===== src/rtl/mips_multicycle_controller_if.sv =====
// Control bundle between the multicycle MIPS controller and its datapath.
// master: the controller (samples IR fields/flags/memory ready, drives every mux select and enable).
// slave:  the datapath/memory side (drives IR fields/flags/memory ready, samples the controls).
interface mips_multicycle_controller_if #(
    parameter int OPW = 6
);
    // Datapath -> controller
    logic [OPW-1:0] op_code;     // instr[31:26]
    logic [OPW-1:0] funct;       // instr[5:0]
    logic           zero;        // ALU zero flag
    logic           mem_ready;   // memory completes the current access this cycle

    // Controller -> datapath
    logic           mem_req;
    logic           mem_write;
    logic           iord;
    logic           ir_write;
    logic           reg_dest;
    logic           mem_reg;
    logic           reg_write;
    logic           ALU_SRC_A;
    logic [1:0]     ALU_SRC_B;
    logic [2:0]     ALU_control;
    logic [1:0]     PCSRC;
    logic           pc_en;
    logic           illegal_op;

    modport master (
        input  op_code, funct, zero, mem_ready,
        output mem_req, mem_write, iord, ir_write, reg_dest, mem_reg, reg_write,
               ALU_SRC_A, ALU_SRC_B, ALU_control, PCSRC, pc_en, illegal_op
    );

    modport slave (
        output op_code, funct, zero, mem_ready,
        input  mem_req, mem_write, iord, ir_write, reg_dest, mem_reg, reg_write,
               ALU_SRC_A, ALU_SRC_B, ALU_control, PCSRC, pc_en, illegal_op
    );
endinterface


===== src/rtl/mips_multicycle_controller.sv =====
// Moore FSM sequencing a shared-resource multicycle MIPS datapath (lw, sw, R-type, beq, addi, j).
// Latency: controls are combinational from the state register; lw 5, R/sw/addi 4, beq/j 3 cycles plus memory waits.
// Backpressure: FETCH, MEMRD and MEMWR hold while mem_ready is low; nothing advances past an unfinished access.
// Ports: clk, reset (sync, active-high), bus (master modport: IR fields, zero, mem handshake, all
//        datapath controls), state (debug), retired/stall_cycles (perf counters).
// Optional: define MIPS_MC_PERF_CNT_EN to build the retired/stall_cycles counters; otherwise both read 0.
module mips_multicycle_controller #(
    parameter int OPW = 6,
    parameter int STW = 4
) (
    input  logic                            clk,
    input  logic                            reset,
    mips_multicycle_controller_if.master    bus,
    output logic [STW-1:0]                  state,
    output logic [31:0]                     retired,
    output logic [31:0]                     stall_cycles
);

    localparam logic [STW-1:0] S_FETCH  = STW'(0);
    localparam logic [STW-1:0] S_DECODE = STW'(1);
    localparam logic [STW-1:0] S_MEMADR = STW'(2);
    localparam logic [STW-1:0] S_MEMRD  = STW'(3);
    localparam logic [STW-1:0] S_MEMWB  = STW'(4);
    localparam logic [STW-1:0] S_MEMWR  = STW'(5);
    localparam logic [STW-1:0] S_EXEC   = STW'(6);
    localparam logic [STW-1:0] S_ALUWB  = STW'(7);
    localparam logic [STW-1:0] S_BRANCH = STW'(8);
    localparam logic [STW-1:0] S_ADDIEX = STW'(9);
    localparam logic [STW-1:0] S_ADDIWB = STW'(10);
    localparam logic [STW-1:0] S_JUMP   = STW'(11);

    localparam logic [OPW-1:0] OP_RTYPE = OPW'(6'b000000);
    localparam logic [OPW-1:0] OP_LW    = OPW'(6'b100011);
    localparam logic [OPW-1:0] OP_SW    = OPW'(6'b101011);
    localparam logic [OPW-1:0] OP_BEQ   = OPW'(6'b000100);
    localparam logic [OPW-1:0] OP_ADDI  = OPW'(6'b001000);
    localparam logic [OPW-1:0] OP_J     = OPW'(6'b000010);

    localparam logic [OPW-1:0] FN_ADD   = OPW'(6'b100000);
    localparam logic [OPW-1:0] FN_SUB   = OPW'(6'b100010);
    localparam logic [OPW-1:0] FN_AND   = OPW'(6'b100100);
    localparam logic [OPW-1:0] FN_OR    = OPW'(6'b100101);
    localparam logic [OPW-1:0] FN_SLT   = OPW'(6'b101010);

    localparam logic [2:0] ALU_ADD = 3'b010;
    localparam logic [2:0] ALU_SUB = 3'b110;
    localparam logic [2:0] ALU_AND = 3'b000;
    localparam logic [2:0] ALU_OR  = 3'b001;
    localparam logic [2:0] ALU_SLT = 3'b111;

    logic [STW-1:0] state_q;
    logic [STW-1:0] state_d;

    assign state = state_q;

    // Next state and all datapath controls; every control defaults to 0.
    always_comb begin
        state_d         = state_q;
        bus.mem_req     = 1'b0;
        bus.mem_write   = 1'b0;
        bus.iord        = 1'b0;
        bus.ir_write    = 1'b0;
        bus.reg_dest    = 1'b0;
        bus.mem_reg     = 1'b0;
        bus.reg_write   = 1'b0;
        bus.ALU_SRC_A   = 1'b0;
        bus.ALU_SRC_B   = 2'b00;
        bus.ALU_control = 3'b000;
        bus.PCSRC       = 2'b00;
        bus.pc_en       = 1'b0;
        bus.illegal_op  = 1'b0;

        case (state_q)
            S_FETCH: begin
                // PC + 4 computed while the instruction is fetched; IR and PC
                // only load on the cycle the memory actually returns data.
                bus.mem_req     = 1'b1;
                bus.ALU_SRC_B   = 2'b01;
                bus.ALU_control = ALU_ADD;
                bus.ir_write    = bus.mem_ready;
                bus.pc_en       = bus.mem_ready;
                if (bus.mem_ready) begin
                    state_d = S_DECODE;
                end
            end
            S_DECODE: begin
                // Speculatively form the branch target into ALUOut.
                bus.ALU_SRC_B   = 2'b11;
                bus.ALU_control = ALU_ADD;
                case (bus.op_code)
                    OP_LW, OP_SW: state_d = S_MEMADR;
                    OP_RTYPE:     state_d = S_EXEC;
                    OP_BEQ:       state_d = S_BRANCH;
                    OP_ADDI:      state_d = S_ADDIEX;
                    OP_J:         state_d = S_JUMP;
                    default: begin
                        state_d        = S_FETCH;
                        bus.illegal_op = 1'b1;
                    end
                endcase
            end
            S_MEMADR: begin
                bus.ALU_SRC_A   = 1'b1;
                bus.ALU_SRC_B   = 2'b10;
                bus.ALU_control = ALU_ADD;
                state_d = (bus.op_code == OP_SW) ? S_MEMWR : S_MEMRD;
            end
            S_MEMRD: begin
                bus.mem_req = 1'b1;
                bus.iord    = 1'b1;
                if (bus.mem_ready) begin
                    state_d = S_MEMWB;
                end
            end
            S_MEMWB: begin
                bus.reg_write = 1'b1;
                bus.mem_reg   = 1'b1;
                state_d       = S_FETCH;
            end
            S_MEMWR: begin
                bus.mem_req   = 1'b1;
                bus.mem_write = 1'b1;
                bus.iord      = 1'b1;
                if (bus.mem_ready) begin
                    state_d = S_FETCH;
                end
            end
            S_EXEC: begin
                bus.ALU_SRC_A = 1'b1;
                // Unknown funct still completes as an add so the pipeline of
                // states stays uniform; illegal_op flags it to the system.
                case (bus.funct)
                    FN_ADD:  bus.ALU_control = ALU_ADD;
                    FN_SUB:  bus.ALU_control = ALU_SUB;
                    FN_AND:  bus.ALU_control = ALU_AND;
                    FN_OR:   bus.ALU_control = ALU_OR;
                    FN_SLT:  bus.ALU_control = ALU_SLT;
                    default: begin
                        bus.ALU_control = ALU_ADD;
                        bus.illegal_op  = 1'b1;
                    end
                endcase
                state_d = S_ALUWB;
            end
            S_ALUWB: begin
                bus.reg_write = 1'b1;
                bus.reg_dest  = 1'b1;
                state_d       = S_FETCH;
            end
            S_BRANCH: begin
                bus.ALU_SRC_A   = 1'b1;
                bus.ALU_control = ALU_SUB;
                bus.PCSRC       = 2'b01;
                bus.pc_en       = bus.zero;
                state_d         = S_FETCH;
            end
            S_ADDIEX: begin
                bus.ALU_SRC_A   = 1'b1;
                bus.ALU_SRC_B   = 2'b10;
                bus.ALU_control = ALU_ADD;
                state_d         = S_ADDIWB;
            end
            S_ADDIWB: begin
                bus.reg_write = 1'b1;
                state_d       = S_FETCH;
            end
            S_JUMP: begin
                bus.PCSRC = 2'b10;
                bus.pc_en = 1'b1;
                state_d   = S_FETCH;
            end
            default: begin
                // Unused encodings recover to FETCH.
                state_d = S_FETCH;
            end
        endcase
    end

    always_ff @(posedge clk) begin
        if (reset) begin
            state_q <= S_FETCH;
        end else begin
            state_q <= state_d;
        end
    end

`ifdef MIPS_MC_PERF_CNT_EN
    logic [31:0] retired_q;
    logic [31:0] retired_d;
    logic [31:0] stall_cycles_q;
    logic [31:0] stall_cycles_d;
    logic        retire;

    // An instruction retires on the edge that leaves its last state for
    // FETCH; the illegal-opcode exit from DECODE is deliberately excluded.
    always_comb begin
        retire = 1'b0;
        case (state_q)
            S_MEMWB, S_ALUWB, S_BRANCH, S_ADDIWB, S_JUMP: retire = 1'b1;
            S_MEMWR:                                      retire = bus.mem_ready;
            default:                                      retire = 1'b0;
        endcase
        retired_d      = retired_q + 32'(retire);
        stall_cycles_d = stall_cycles_q + 32'(bus.mem_req & ~bus.mem_ready);
    end

    always_ff @(posedge clk) begin
        if (reset) begin
            retired_q      <= '0;
            stall_cycles_q <= '0;
        end else begin
            retired_q      <= retired_d;
            stall_cycles_q <= stall_cycles_d;
        end
    end

    assign retired      = retired_q;
    assign stall_cycles = stall_cycles_q;
`else
    assign retired      = '0;
    assign stall_cycles = '0;
`endif

endmodule


===== src/flat_wrapper.sv =====
// flat-port wrapper written by rule: the top's interface ports become plain ports
module mips_multicycle_controller_flat 
#(
    parameter int OPW = 6,
    parameter int STW = 4
)
  (clk, reset, state, retired, stall_cycles, bus_op_code, bus_funct, bus_zero, bus_mem_ready, bus_mem_req, bus_mem_write, bus_iord, bus_ir_write, bus_reg_dest, bus_mem_reg, bus_reg_write, bus_ALU_SRC_A, bus_ALU_SRC_B, bus_ALU_control, bus_PCSRC, bus_pc_en, bus_illegal_op);
  mips_multicycle_controller_if #(.OPW(OPW)) bus_i ();
  input  logic clk;
  input  logic reset;
  output logic [STW-1:0] state;
  output logic [31:0] retired;
  output logic [31:0] stall_cycles;
  input wire logic [$bits(bus_i.op_code)-1:0] bus_op_code;
  input wire logic [$bits(bus_i.funct)-1:0] bus_funct;
  input wire logic [$bits(bus_i.zero)-1:0] bus_zero;
  input wire logic [$bits(bus_i.mem_ready)-1:0] bus_mem_ready;
  output wire logic [$bits(bus_i.mem_req)-1:0] bus_mem_req;
  output wire logic [$bits(bus_i.mem_write)-1:0] bus_mem_write;
  output wire logic [$bits(bus_i.iord)-1:0] bus_iord;
  output wire logic [$bits(bus_i.ir_write)-1:0] bus_ir_write;
  output wire logic [$bits(bus_i.reg_dest)-1:0] bus_reg_dest;
  output wire logic [$bits(bus_i.mem_reg)-1:0] bus_mem_reg;
  output wire logic [$bits(bus_i.reg_write)-1:0] bus_reg_write;
  output wire logic [$bits(bus_i.ALU_SRC_A)-1:0] bus_ALU_SRC_A;
  output wire logic [$bits(bus_i.ALU_SRC_B)-1:0] bus_ALU_SRC_B;
  output wire logic [$bits(bus_i.ALU_control)-1:0] bus_ALU_control;
  output wire logic [$bits(bus_i.PCSRC)-1:0] bus_PCSRC;
  output wire logic [$bits(bus_i.pc_en)-1:0] bus_pc_en;
  output wire logic [$bits(bus_i.illegal_op)-1:0] bus_illegal_op;
  assign bus_i.op_code = bus_op_code;
  assign bus_i.funct = bus_funct;
  assign bus_i.zero = bus_zero;
  assign bus_i.mem_ready = bus_mem_ready;
  assign bus_mem_req = bus_i.mem_req;
  assign bus_mem_write = bus_i.mem_write;
  assign bus_iord = bus_i.iord;
  assign bus_ir_write = bus_i.ir_write;
  assign bus_reg_dest = bus_i.reg_dest;
  assign bus_mem_reg = bus_i.mem_reg;
  assign bus_reg_write = bus_i.reg_write;
  assign bus_ALU_SRC_A = bus_i.ALU_SRC_A;
  assign bus_ALU_SRC_B = bus_i.ALU_SRC_B;
  assign bus_ALU_control = bus_i.ALU_control;
  assign bus_PCSRC = bus_i.PCSRC;
  assign bus_pc_en = bus_i.pc_en;
  assign bus_illegal_op = bus_i.illegal_op;
  mips_multicycle_controller #(.OPW(OPW), .STW(STW)) u_core (.clk(clk), .reset(reset), .bus(bus_i), .state(state), .retired(retired), .stall_cycles(stall_cycles));
endmodule

===== config.mk =====
export PLATFORM = sky130hd
export DESIGN_NAME = mips_multicycle_controller_flat
export DESIGN_NICKNAME = d
export VERILOG_FILES = /design/src/rtl/mips_multicycle_controller_if.sv /design/src/rtl/mips_multicycle_controller.sv /design/src/flat_wrapper.sv
export SDC_FILE = /design/constraint.sdc
export NUM_CORES = 1
export LEC_CHECK = 0
export ABC_AREA = 1
export ABC_CLOCK_PERIOD_IN_PS = 2000
export BUFFER_PORTS_ARGS = -buffer_cell sky130_fd_sc_hd__buf_2
export CORE_MARGIN = 5
export CORE_UTILIZATION = 40
export DETAILED_ROUTE_END_ITERATION = 10
export PLACE_DENSITY = 0.87
export SLEW_MARGIN = 10
export SYNTH_ARGS = -nofsm -noshare
export SYNTH_HDL_FRONTEND = slang
export SYNTH_SLANG_ARGS = --single-unit

===== constraint.sdc =====
create_clock -name clk -period 2 [get_ports clk]
set_clock_uncertainty 0.05 [all_clocks]
set_input_delay 0.1 -clock clk [delete_from_list [all_inputs] [get_ports clk]]
set_output_delay 0.1 -clock clk [all_outputs]
set_load 0.1 [all_outputs]

# == Word level (Yosys, flattened, before mapping) ==
# Cells that the tools add are included.
# op_classes
reduce_logical,12
eq_ne,24
muxes,22
# op_table
op,count
== test 6 bit (second input constant),7
case mux 4 bit (7 select lines),1
case mux 4 bit (5 select lines),1
== test 4 x 3 -> 1 bit (second input constant),4
== test 4 bit (second input constant),4
two-way mux 4 bit,3
case mux 3 bit (4 select lines),1
two-way mux 1 bit,10
case mux 3 bit (3 select lines),1
== test 4 x 2 -> 1 bit (second input constant),2
OR reduction 4 bit,2
== test 6 x 2 -> 1 bit (second input constant),1
== test 6 x 3 -> 1 bit (second input constant),1
== test 6 x 4 -> 1 bit (second input constant),1
logical NOT 6 bit,1
!= test 2 bit (second input constant),3
case mux 2 bit (3 select lines),1
OR reduction 2 bit,3
OR reduction 3 bit,2
OR reduction 6 bit,1
OR reduction 5 bit,1
== test 4 x 1 -> 1 bit (second input constant),1
logical NOT 4 bit,1
case mux 2 bit (2 select lines),1
other kinds (4),4
# totals
wordCells,59
out_inout_bits,85
regBits,4

# == Logic depth before layout (Yosys ltp) ==
# Gate-level depths: netlist of run 1.
# logic_depth
word_depth,4
depth_mapped,9
mapped_depth_nobuf,9

# == Worst setup path after synthesis of run 1 ==
# No wires, ideal clock.
# synth_timing
kind,flip-flop to output port
start,register u_core.state_q[1] (netlist: u_core.state[1])
end,output port bus_reg_write
required_time_ps,1850
stages_incl_launch_ff,5
arrival_time_ps,3800
path_slack_ps,-1950
cell_sequence,dfxtp_1 > nand2_1 > nor2_1 > nor2_1 > o21ai_0
# synth_between
elab_chain_cells,3
# synth_lines
element,line,text
"start, declared",mips_multicycle_controller.sv:51,logic [STW-1:0] state_q;
"start signal, assigned",mips_multicycle_controller.sv:183,state_q <= state_d;
== test 4 x 3 -> 1 bit or == test 4 bit (tied branches),mips_multicycle_controller.sv:73,case (state_q)
OR reduction 3 bit (no source line) (*),-,
two-way mux 1 bit (*),mips_multicycle_controller.sv:73,
"end, declared",flat_wrapper.sv:24,output wire logic [$bits(bus_i.reg_write)-1:0] bus_reg_write;
# Every way passes the cells marked *; elsewhere a longest branch is shown, timed or not.

# == Worst setup path in the final report of run 1 ==
# layout_timing
start,register u_core.state_q[0] (netlist: u_core.state[0])
end,output port bus_illegal_op
# layout_between
elab_chain_cells,2
# layout_lines
element,line,text
== test 4 x 3 -> 1 bit or == test 4 x 1 -> 1 bit (tied branches),mips_multicycle_controller.sv:73,
case mux 1 bit (2 select lines) (*),mips_multicycle_controller.sv:73,
"end, declared",flat_wrapper.sv:30,output wire logic [$bits(bus_i.illegal_op)-1:0] bus_illegal_op;
# Marked as above.

==> impl_metrics.py, run 1 <==
metrics = {
    "run_status": {
        "status": "completed",
    },
    "die": {
        "core_area_um2": 2522,
        "io_pins": 101,
        "fp.dieArea_um2": 3798,
        "die_h_um": 61.63,
        "initial_core_util_pct": 42.26,
        "rows": 18,
        "die_w_um": 61.63,
    },
    "worst_hold_path": {
        "hold_depth": 3,
        "hp-class": "input pin to flop",
        "min_from": "bus_op_code[2]",
        "worst_hold_path.endpoint": "u_core.state[3]",
    },
    "worst_setup_path": {
        "startpoint_type": "flop",
        "reg2reg_depth": 7,
        "endpoint_kind": "primary output",
        "cp.required_ns": 1.85,
        "cp.arrival_ns": 1.65,
        "r2r_slack_ns": 0.72,
        "worstPathMaxFanout": 6,
        "r2r_end": "u_core.state[2]",
        "worstReg2RegStart": "u_core.state[1]",
        "setup.worst_path.class": "flop to primary output",
    },
    "cts": {
        "clk_latency_ns": 0.24,
        "cts-htree-levels": 1,
        "cts.clk_slew.worst_paths_ns": 0.04,
        "tritoncts": "yes",
        "clock-sinks": 4,
        "clock_path_buffers": 2,
        "cts_buffers": 3,
        "cts_root_buf": "clkbuf_4",
    },
    "placement": {
        "io_buffers": 36,
        "placed_cells": 245,
        "place_hpwl_um": 2166,
        "gp_congestion": 0.7920,
    },
    "detailed_routing": {
        "vias": 970,
        "drc_errors": 0,
        "dr.pass1.iters": 4,
        "wl_per_cell_um": 9.392,
        "drt-initial-drc-count": 19,
        "drtAntennaViolNets": 0,
        "via_per_inst": 3.880,
        "wl_um": 2348,
    },
    "sta": {
        "tns_ns": 0,
        "slew-limit-headroom_pct": 66.78,
        "final_max_slew_viol_count": 0,
        "rsz0062_at_grt": "no",
        "tightestPinTransition_ns": 0.4938,
        "final-hold-violation-count": 0,
        "min_period_ns": 1.801,
        "setup_violations": 0,
        "timing.fmax_mhz": 555.3,
        "layout_worst_path_cycle_share_pct": 90.05,
    },
    "finish": {
        "fillers": 280,
        "drive_gt1_share_pct": 33.64,
        "largest_reg_flops": 4,
        "postLayoutCoreUtil_pct": 47.77,
        "antenna_cells": 0,
        "finalNetCount": 237,
        "area_growth_pct": 13.03,
        "stdcell_count": 250,
    },
    "pwr": {
        "power_density_nw_per_um2": 781.0,
        "p_leak_nw": 0.7194,
        "peakVddDrop_uv": 459.5,
    },
    "global_routing": {
        "grt_pass1_wl_um": 3008,
        "grt_max_degree": 8,
        "antenna_found_initial": 0,
        "grt_overflow": 0,
        "first_global_vias": 751,
        "grt_usage_pct": 10.75,
    },
    "job": {
        "max_cap_violations": 0,
    },
    "yosys": {
        "synthesis.area_um2": 1066,
        "postSynthCellCount": 180,
        "synth_seq_cells": 4,
        "ys_seq_area_share_pct": 7.512,
        "ys_types": 20,
        "yosys_warnings": 0,
        "syn_avg_cell_area_um2": 5.922,
    },
}
==> cells by family after synthesis <==
logic type,synth area share (%)
AND/OR/NAND/NOR,32.04
AO/OA/AOI/OAI,6.926
other,0.3518
flip-flops,7.512
buffers and inverters,53.17
==> worst max-delay path, stage by stage, from the launching register on <==
cell	delay [ns]
dfxtp_4	0.35
inv_1	0.08
nand2_2	0.09
nor2_2	0.25
nand3_1	0.16
o21ai_4	0.13
clkbuf_4	0.34
==> where the power goes <==
| group | switching [W] | internal [W] | total (W) |
|---|---|---|---|
| clock | 0.0000362 | 0.0000751 | 0.000111 |
| combinational | 0.000696 | 0.0000488 | 0.000745 |
| sequential | 0.00000403 | 0.0000807 | 0.0000847 |
==> how the worst max path moves through the flow <==
| stage | from | to | slack (ns) |
|---|---|---|---|
| after floorplan | u_core.state[2] | bus_reg_write | -0.07 |
| after global placement | u_core.state[3] | bus_illegal_op | 0.36 |
| after detailed placement | u_core.state[0] | bus_illegal_op | 0.36 |
| after CTS | u_core.state[0] | bus_illegal_op | 0.09 |
| after global routing | u_core.state[3] | bus_illegal_op | 0.05 |
| final | u_core.state[0] | bus_illegal_op | 0.20 |
==> routing by layer <==
| layer | wire, um | global-route usage (%) |
|---|---|---|
| met5 | 0 | 0 |
| met4 | 30 | 6.364 |
| met3 | 298 | 1.887 |
| met2 | 1188 | 17.79 |
| met1 | 830 | 12.89 |
==> synthesized netlist by cell type <==
master   instances  area [um^2]
buf_4           64        480.5
nand2_1         26        97.59
nor2_1          25        93.84
inv_1           19        71.32
nand3_1         10        50.05
a21oi_1          6        30.03
dfxtp_1          4        80.08
inv_2            4        15.01
nand2_2          4        25.02
o21ai_0          4        20.02
nor2_2           3        18.77
nand2_4          2        22.52
nand4_1          2        12.51
a211o_1          1        8.760
a31o_2           1        8.760
a31oi_1          1        6.260
conb_1           1        3.750
nand3_2          1        10.01
nor3_1           1        5.000
nor4_1           1        6.260
==> layout by cell type (no fill, tap or decap), drive strengths merged <==
| master | Yosys | final |
|---|---|---|
| a21oi | 6 | 6 |
| dlygate4sd3 | 0 | 1 |
| nand3 | 11 | 11 |
| clkinvlp | 0 | 1 |
| a211o | 1 | 1 |
| nor3 | 1 | 1 |
| buf | 64 | 35 |
| nor4 | 1 | 1 |
| inv | 23 | 22 |
| clkbuf | 0 | 5 |
| conb | 1 | 64 |
| nand2 | 32 | 32 |
| nand4 | 2 | 2 |
| a31oi | 1 | 1 |
| a31o | 1 | 1 |
| dfxtp | 4 | 4 |
| nor2 | 28 | 28 |
| o21ai | 4 | 4 |
==> timing repair <==
item,CTS,global route
setup buffers,0,0
endpoints found under the setup margin,0,1
endpoints found under the hold margin,2,0
gates resized for setup,0,1
hold buffers,1,0
==> area by class of cell <==
class	instances	area (um^2)	area share, %
tap	30	37.54	3.115
timing repair buffer	37	192.7	15.99
clock buffer	4	26.28	2.181
multi-input combinational	152	763.2	63.34
sequential	4	92.59	7.684
inverter	23	92.59	7.684
==> through the flow <==
step	hold slack, ns	power, W	setup slack (ns)	cell area (um^2)
3_3_place_gp	0.2510	0.0008230	0.3645	1166
4_1_cts	0.1249	0.0009412	0.09111	1202
2_1_floorplan	0.1094	0.0008797	-0.06675	1429
6_report	0.1314	0.0009410	0.1991	1205
3_5_place_dp	0.2468	0.0008252	0.3552	1166
5_1_grt	0.1545	0.0009767	0.05157	1205
Power figures use the tool's default switching activity.
==> run 2: changes to the inputs <==
Settings changed: CORE_ASPECT_RATIO from default to 2.
==> run 2 against run 1 <==
Net effect:
- sequential power hardly changed
- critical path depth unchanged
- largest power group unchanged
- highest routed layer unchanged
- first-iteration DRC count down 32%
- die area grew 1.6%
==> impl_metrics.py, run 2 (same netlist as run 1, synthesis figures left out) <==
metrics = {
    "worst_setup_path": {
        "endpoint_kind": "primary output",
        "setup.worst_path.class": "flop to primary output",
        "cp.required_ns": 1.85,
        "setup.worst_path.start": "u_core.state[0]",
        "worstReg2RegStart": "u_core.state[1]",
        "cp.arrival_ns": 1.74,
        "r2r_slack_ns": 0.70,
        "startpoint_type": "flop",
        "worstPathMaxFanout": 6,
    },
    "sta": {
        "final-hold-violation-count": 0,
        "hold_slack_ns": 0.02183,
        "layout_worst_path_cycle_share_pct": 94.42,
        "final_max_slew_viol_count": 0,
        "slew-limit-headroom_pct": 67.15,
        "setup_violations": 0,
        "fin_ws_ns": 0.1115,
        "tns_ns": 0,
        "timing.fmax_mhz": 529.5,
        "min_period_ns": 1.888,
        "rsz0062_at_grt": "no",
        "tightestPinTransition_ns": 0.4882,
    },
    "finish": {
        "drive_gt1_share_pct": 33.79,
        "final_cell_area_um2": 1209,
        "final_common_cell": "conb_1",
        "largest_reg_flops": 4,
        "area_growth_pct": 13.38,
        "antenna_cells": 0,
        "fillers": 297,
        "layout_common_cells": "conb_1 (64), buf_2 (36), nand2_1 (24)",
        "finalNetCount": 236,
        "multiInputGateArea_um2": 763.2,
        "area.sequential_um2": 92.59,
    },
    "run_status": {
        "status": "completed",
    },
    "pwr": {
        "total_power_w": 0.001015,
        "power_density_nw_per_um2": 840.0,
        "peakVddDrop_uv": 409.1,
        "p_leak_nw": 0.7232,
    },
    "worst_hold_path": {
        "hp-class": "input pin to flop",
        "min_from": "reset",
    },
    "global_routing": {
        "first_global_vias": 957,
        "grt_pass1_wl_um": 3608,
        "grt_usage_pct": 12.32,
        "antenna_found_initial": 0,
        "grt_overflow": 0,
        "grt_max_degree": 8,
    },
    "die": {
        "die_h_um": 83.01,
        "fp.dieArea_um2": 3860,
        "die_w_um": 46.51,
        "initial_core_util_pct": 41.48,
        "io_pins": 101,
        "core_area_um2": 2570,
        "rows": 26,
    },
    "cts": {
        "cts_buffers": 3,
        "cts_hold_buf": 0,
        "tritoncts": "yes",
        "cts_resized": 0,
        "cts-htree-levels": 1,
        "cts_root_buf": "clkbuf_8",
        "clock-sinks": 4,
        "clk_latency_ns": 0.23,
        "cts_post_setup_buffers_inserted": 0,
        "cts.clk_slew.worst_paths_ns": 0.04,
        "clock_path_buffers": 2,
    },
    "detailed_routing": {
        "dr.pass1.iters": 2,
        "wl_um": 2523,
        "wl_per_cell_um": 10.21,
        "drt-initial-drc-count": 13,
        "via_per_inst": 4.097,
        "drtAntennaViolNets": 0,
        "vias": 1012,
        "drc_errors": 0,
    },
    "job": {
        "max_cap_violations": 0,
    },
    "placement": {
        "pre_cts_slack_ns": 0.3512,
        "placed_area_um2": 1164,
        "io_buffers": 36,
        "place_hpwl_um": 2307,
        "gp_congestion": 0.8867,
    },
}
[run 2: cell count changes in the layout (fill, tap and decap cells not counted), sizes merged]
cell         delta
buf             +1
clkbuf          -1
dlygate4sd3     -1
[run 2: area by class of cell]
| type | count | share of cell area (%) |
|---|---|---|
| clock buffers | 4 | 3.727 |
| inverters | 23 | 7.660 |
| flip-flops and latches | 4 | 7.660 |
| multi-input cells | 152 | 63.15 |
| repair buffers | 36 | 14.91 |
| well taps | 28 | 2.899 |
[run 2: path summary, 6_finish.rpt]
check,to,depth (start not counted)
hold / removal,u_core.state[0],2
setup / recovery,bus_illegal_op,6
setup reg to reg,u_core.state[2],7
hold reg to reg,u_core.state[3],3
[run 2: per-stage QoR]
step | instances | utilization, %
after floorplan | 243 | -
after global placement | 243 | 45.28
after detailed placement | 243 | 45.28
after CTS | 247 | 47.03
after global routing | 247 | 47.03
final | 247 | 47.03
[run 2: worst max-delay path, cell delays in order (launching register included)]
cell and delay [ns]:
dfxtp_4 0.35, inv_1 0.08, nand2_2 0.10, nor2_2 0.26
nand3_1 0.16, o21ai_4 0.13, buf_2 0.43
[run 2: routing by layer]
metal	part of all wire (%)	global-route usage, %	routed length [um]
met1	25	8.560	643
met2	56	25.13	1423
met3	15	0.4329	368
met4	3.5	9.585	89
met5	0	0	0
[run 2: report_power, final]
| group | total [W] | switching, W | internal [W] | leakage, nW |
|---|---|---|---|---|
| registers | 0.0000847 | 0.00000387 | 0.0000808 | 0.0352 |
| clock network | 0.000187 | 0.0000500 | 0.000137 | 0.0228 |
| logic | 0.000744 | 0.000697 | 0.0000466 | 0.665 |
